===== src/rtl/aes_pkg.sv =====
// Shared AES-128 definitions: controller state encoding, sizes and round constants.
package aes_pkg;

    localparam int unsigned AES_NR    = 10;
    localparam int unsigned AES_BLK_W = 128;
    localparam int unsigned AES_IDX_W = 4;

    typedef enum logic [2:0] {
        ST_IDLE   = 3'd0,
        ST_KCLR   = 3'd1,
        ST_KBEGIN = 3'd2,
        ST_LOAD   = 3'd3,
        ST_ROUND  = 3'd4,
        ST_OUT    = 3'd5
    } aes_ctrl_state_t;

    // Key-schedule round constants, entry i used for round key i+1.
    localparam logic [7:0] AES_RCON [AES_NR] = '{
        8'h01, 8'h02, 8'h04, 8'h08, 8'h10,
        8'h20, 8'h40, 8'h80, 8'h1b, 8'h36
    };

endpackage


===== src/rtl/aes_core_ctrl.sv =====
// Sequencer for the AES-128 encrypt core: host handshake, key caching,
// key-expansion restart and round issue gated by per-round-key done flags.
module aes_core_ctrl
    import aes_pkg::*;
#(
    parameter int unsigned NR    = AES_NR,
    parameter int unsigned BLK_W = AES_BLK_W
) (
    input  logic             clk_i,
    input  logic             rst_i,
    input  logic             in_valid_i,
    output logic             in_ready_o,
    input  logic [BLK_W-1:0] key_i,
    input  logic [BLK_W-1:0] block_i,
    input  logic             key_flush_i,
    output logic             kexp_clr_o,
    output logic             kexp_begin_o,
    input  logic [NR:0]      kexp_done_i,
    output logic             dp_load_o,
    output logic             dp_round_en_o,
    output logic [3:0]       dp_round_idx_o,
    output logic             dp_final_o,
    output logic [BLK_W-1:0] block_o,
    output logic             out_valid_o,
    input  logic             out_ready_i,
    output logic             busy_o
);

    localparam logic [AES_IDX_W-1:0] LAST_IDX = AES_IDX_W'(NR);

    aes_ctrl_state_t        r_state;
    aes_ctrl_state_t        w_state_nxt;
    logic [AES_IDX_W-1:0]   r_idx;
    logic                   r_key_cached;
    logic [BLK_W-1:0]       r_key;
    logic [BLK_W-1:0]       r_block;

    logic                   w_accept;
    logic                   w_key_hit;
    logic                   w_done_cur;

    // A flush in the accept cycle forces the miss path.
    assign w_accept   = in_valid_i && (r_state == ST_IDLE);
    assign w_key_hit  = r_key_cached && !key_flush_i && (key_i == r_key);
    assign w_done_cur = kexp_done_i[r_idx];
    assign block_o    = r_block;

    // State register.
    always_ff @(posedge clk_i) begin
        if (rst_i) begin
            r_state <= ST_IDLE;
        end else begin
            r_state <= w_state_nxt;
        end
    end

    // Next-state logic.
    always_comb begin
        w_state_nxt = r_state;
        case (r_state)
            ST_IDLE:   if (in_valid_i) w_state_nxt = w_key_hit ? ST_LOAD : ST_KCLR;
            ST_KCLR:   w_state_nxt = ST_KBEGIN;
            ST_KBEGIN: w_state_nxt = ST_LOAD;
            ST_LOAD:   if (w_done_cur) w_state_nxt = ST_ROUND;
            ST_ROUND:  if (w_done_cur && (r_idx == LAST_IDX)) w_state_nxt = ST_OUT;
            ST_OUT:    if (out_ready_i) w_state_nxt = ST_IDLE;
            default:   w_state_nxt = ST_IDLE;
        endcase
    end

    // Output decode; strobes are mutually exclusive because each belongs to one state.
    always_comb begin
        in_ready_o     = 1'b0;
        busy_o         = 1'b1;
        kexp_clr_o     = 1'b0;
        kexp_begin_o   = 1'b0;
        dp_load_o      = 1'b0;
        dp_round_en_o  = 1'b0;
        dp_final_o     = 1'b0;
        dp_round_idx_o = 4'd0;
        out_valid_o    = 1'b0;
        case (r_state)
            ST_IDLE: begin
                in_ready_o = 1'b1;
                busy_o     = 1'b0;
            end
            ST_KCLR:   kexp_clr_o   = 1'b1;
            ST_KBEGIN: kexp_begin_o = 1'b1;
            ST_LOAD: begin
                dp_round_idx_o = 4'd0;
                dp_load_o      = w_done_cur;
            end
            ST_ROUND: begin
                dp_round_idx_o = 4'(r_idx);
                dp_round_en_o  = w_done_cur;
                dp_final_o     = w_done_cur && (r_idx == LAST_IDX);
            end
            ST_OUT:    out_valid_o = 1'b1;
            default: begin
                in_ready_o = 1'b0;
                busy_o     = 1'b1;
            end
        endcase
    end

    // Request capture and round index; index parks at NR and never wraps.
    always_ff @(posedge clk_i) begin
        if (rst_i) begin
            r_key   <= '0;
            r_block <= '0;
            r_idx   <= '0;
        end else if (w_accept) begin
            r_key   <= key_i;
            r_block <= block_i;
            r_idx   <= '0;
        end else if ((r_state == ST_LOAD) && w_done_cur) begin
            r_idx <= AES_IDX_W'(1);
        end else if ((r_state == ST_ROUND) && w_done_cur && (r_idx != LAST_IDX)) begin
            r_idx <= r_idx + AES_IDX_W'(1);
        end
    end

    // Key cache valid: set once expansion is started for the captured key, cleared by flush or miss.
    always_ff @(posedge clk_i) begin
        if (rst_i) begin
            r_key_cached <= 1'b0;
        end else if (key_flush_i) begin
            r_key_cached <= 1'b0;
        end else if (w_accept && !w_key_hit) begin
            r_key_cached <= 1'b0;
        end else if (r_state == ST_KBEGIN) begin
            r_key_cached <= 1'b1;
        end
    end

endmodule


===== config.mk =====
export PLATFORM = sky130hd
export DESIGN_NAME = aes_core_ctrl
export DESIGN_NICKNAME = d
export VERILOG_FILES = /design/src/rtl/aes_pkg.sv /design/src/rtl/aes_core_ctrl.sv
export SDC_FILE = /design/constraint.sdc
export NUM_CORES = 1
export LEC_CHECK = 0
export BUFFER_PORTS_ARGS = -buffer_cell sky130_fd_sc_hd__buf_4
export CORE_ASPECT_RATIO = 0.7
export CORE_UTILIZATION = 30
export CTS_CLUSTER_SIZE = 14
export DETAILED_ROUTE_END_ITERATION = 12
export PLACE_DENSITY = 0.55
export REMOVE_ABC_BUFFERS = 1
export SETUP_SLACK_MARGIN = 0.1
export SYNTH_ARGS = -nofsm -noshare
export SYNTH_HDL_FRONTEND = slang
export SYNTH_SLANG_ARGS = --single-unit

===== constraint.sdc =====
create_clock -name clk_i -period 4.4 [get_ports clk_i]
set_clock_uncertainty 0.15 [all_clocks]
set_input_delay 0.22 -clock clk_i [delete_from_list [all_inputs] [get_ports clk_i]]
set_output_delay 0.22 -clock clk_i [all_outputs]
set_load 0.005 [all_outputs]

==> results_dict.tcl <==
set metrics [dict create \
    yosys-top-cells-area "dfxtp_1 48%, nand2_1 18%, a21oi_1 12%" \
    maxCapViolCount 0 \
    drive_gt1_frac 0.232 \
    gr-total-overflow 0 \
    yosysMostFrequentCell "nand2_1" \
    tightest_slew_ns 0.783 \
    netlist_top_cells_count "515 x nand2_1, 264 x a21oi_1, 264 x dfxtp_1" \
    crit_path_end_kind "primary output" \
    async_reset_ff_frac 0 \
    dp.cells 2223 \
    fin_cells 2539 \
    io_pins 412 \
    multi_input_area_um2 5190 \
    rsz0062_at_grt "no" \
    wl_um 38500 \
    synth-edff-count 0 \
    clock_path_buffers 3 \
    worst_setup_path_start_kind "flip-flop" \
    synth_warnings 0 \
    yosysSeqAreaShare 0.483 \
    final-seq-area_um2 5290 \
    synth_top_cell_by_area "dfxtp_1" \
    row_count 58 \
    drv_slew 0 \
    finalPower_w 0.00650 \
    crit_path_max_fanout 10 \
    synth.mux.area_fraction 0.00491 \
    crit_slowest_cell "dfxtp_1" \
    setup_tns_ns 0 \
    synthXorXnorAreaFrac 0.0656 \
    synth_top_area_frac 0.483 \
    antenna_found_initial 3 \
    gp_congestion 0.776 \
    grt_pass1_wl_um 59700 \
    leakage_nw 7.51 \
    ir_drop_v 0.000353 \
    finalSetupViolations 0 \
    max_freq_mhz 336 \
    path_cells "mux4_2 > nor2_1 > o32ai_2 > nand2_2 > nor3b_4 > buf_4" \
    insertion_delay_ns 0.58 \
    cts.sinks 264 \
    synth_seq_cells 264 \
    yosysUniqueCellTypes 48 \
    dr_total_vias 11500 \
    fp.dieW_um 230 \
    cp.arrival_ns 2.61 \
    syn2layout_area_growth_pct 64.4 \
    synthFlopType "dfxtp_1" \
    critical_path_required_ns 4.03 \
    status "finished clean" \
    fillers 3399 \
    synth-simple-area-share 0.246 \
    die_y_um 162 \
    cts_tree "yes" \
    start_util 0.305 \
    ant_nets 0 \
    routed_via_density 4.54 \
    synth_compound_area_frac 0.154 \
    synth_fa_ha_area_frac 0.00229 \
    root_buffer "clkbuf_16" \
    detail_route.iter0.violations 747 \
    io_buffer_count 411 \
    route.detailed.drc 0 \
    drtPass1Iterations 5 \
    crit_type "reg -> out" \
    hold_viol_final 0 \
    dieArea_um2 37300 \
    htreeDepth 1 \
    period_share 0.677 \
    syn_avg_cell_area_um2 7.74 \
    numCtsBuffers 30 \
    grt_usage 0.197 \
    avgRoutedWirePerCell_um 15.2 \
    netlist_instances 1415 \
    slew_headroom 0.473 \
    slowest_delay_ns 0.54 \
    synth_top_family_by_area "simple AND/OR/NAND/NOR gates" \
    netlist_area_um2 10900 \
    grt_max_degree 124 \
    rrSetupSlack_ns 1.57 \
    core_area_um2 35900 \
    fin_hold_ws_ns 0.0942 \
    hold_path.class "in -> reg" \
    hpwlAfterDp_um 25300 \
    grt_pass1_vias 11400 \
    fin_crit_ns 2.98 \
    nNetsFinal 2308 \
    cts.reportedPaths.clkPinSlew_ns 0.06 \
    power_density_nw_per_um2 361 \
]
## sequential cells by signal, summed over array words and instances (netlist names)
register      flops
r_key           128
r_idx             4
r_state           3
r_key_cached      1
block_o         128
## where the power goes
group / internal [W] / switching (W)
registers: 0.00257 / 0.000111
clock network: 0.00150 / 0.00108
logic: 0.000649 / 0.000589
total: 0.00472 / 0.00178
## per-layer routing
| layer | vias to the layer above | wire length, um | GRT usage |
|---|---|---|---|
| met5 | - | 0 | 0 |
| met1 | 5250 | 16900 | 0.251 |
| met3 | 68 | 2260 | 0.0451 |
| li1 | 5878 | - | - |
| met2 | 329 | 18300 | 0.331 |
| met4 | 0 | 1090 | 0.0605 |
## what timing repair did
action                                 in CTS  in global routing
setup buffers                               0                  0
hold buffers                              259                  0
endpoints found under the hold margin     260                  0
gates resized for setup                     0                  0
## through the flow
step / area, um^2 / util / setup slack (ns)
after CTS: 18000 / 0.501 / 1.38
final: 18000 / 0.501 / 1.42
after detailed placement: 14400 / 0.401 / 1.61
after floorplan: 10600 / - / -1.28
after global routing: 18000 / 0.501 / 1.23
after global placement: 14400 / 0.401 / 1.73
## critical path: cells and delay by family (launching register included)
kind	cells	cell delay, ns
buf+inv	1	0.18
simple gates	3	0.56
flops	1	0.54
mux	1	0.31
compound gates	1	0.46
## cell type report
cell class,count,area share
Sequential cell,264,0.294
Antenna cell,3,0.000417
Tap cell,480,0.0334
Timing Repair Buffer,678,0.322
Clock buffer,38,0.0456
Multi-Input combinational cell,1028,0.288
Clock inverter,16,0.0102
Inverter,32,0.00667
## cells in the final DEF (no fill, tap or decap), types with 7 or more instances in the layout
master	Yosys	final
a2111o_1	9	9
a21oi_1	264	264
buf_4	0	414
clkbuf_16	0	30
clkinv_2	0	8
dfxtp_1	264	264
dlygate4sd3_1	0	259
inv_1	30	30
nand2_1	515	514
nand2b_1	24	24
nand4_1	23	23
nor2_1	9	9
nor2b_1	27	27
nor3_1	8	8
nor4_1	11	11
o2111ai_1	7	7
xnor2_1	79	79
## cell families (layout without fill, tap and decap cells)
logic type,after synthesis,count (layout)
and+or+nand+nor,636,636
AOI/OAI and AO/OA,304,304
DFF,264,264
buffers and inverters,123,764
xor gates and xnor gates,82,82
muxes,4,4
adders and majority gates,2,2
other,0,3
## path summary, 6_finish.rpt
check | from | endpoint | cells past startpoint
max reg2reg | r_state[2] | r_key[93] | 5
max | r_idx[1] | dp_load_o | 6
min reg2reg | block_o[89] | block_o[89] | 2
min | rst_i | r_key[96] | 2
Power figures use the tool's default switching activity.
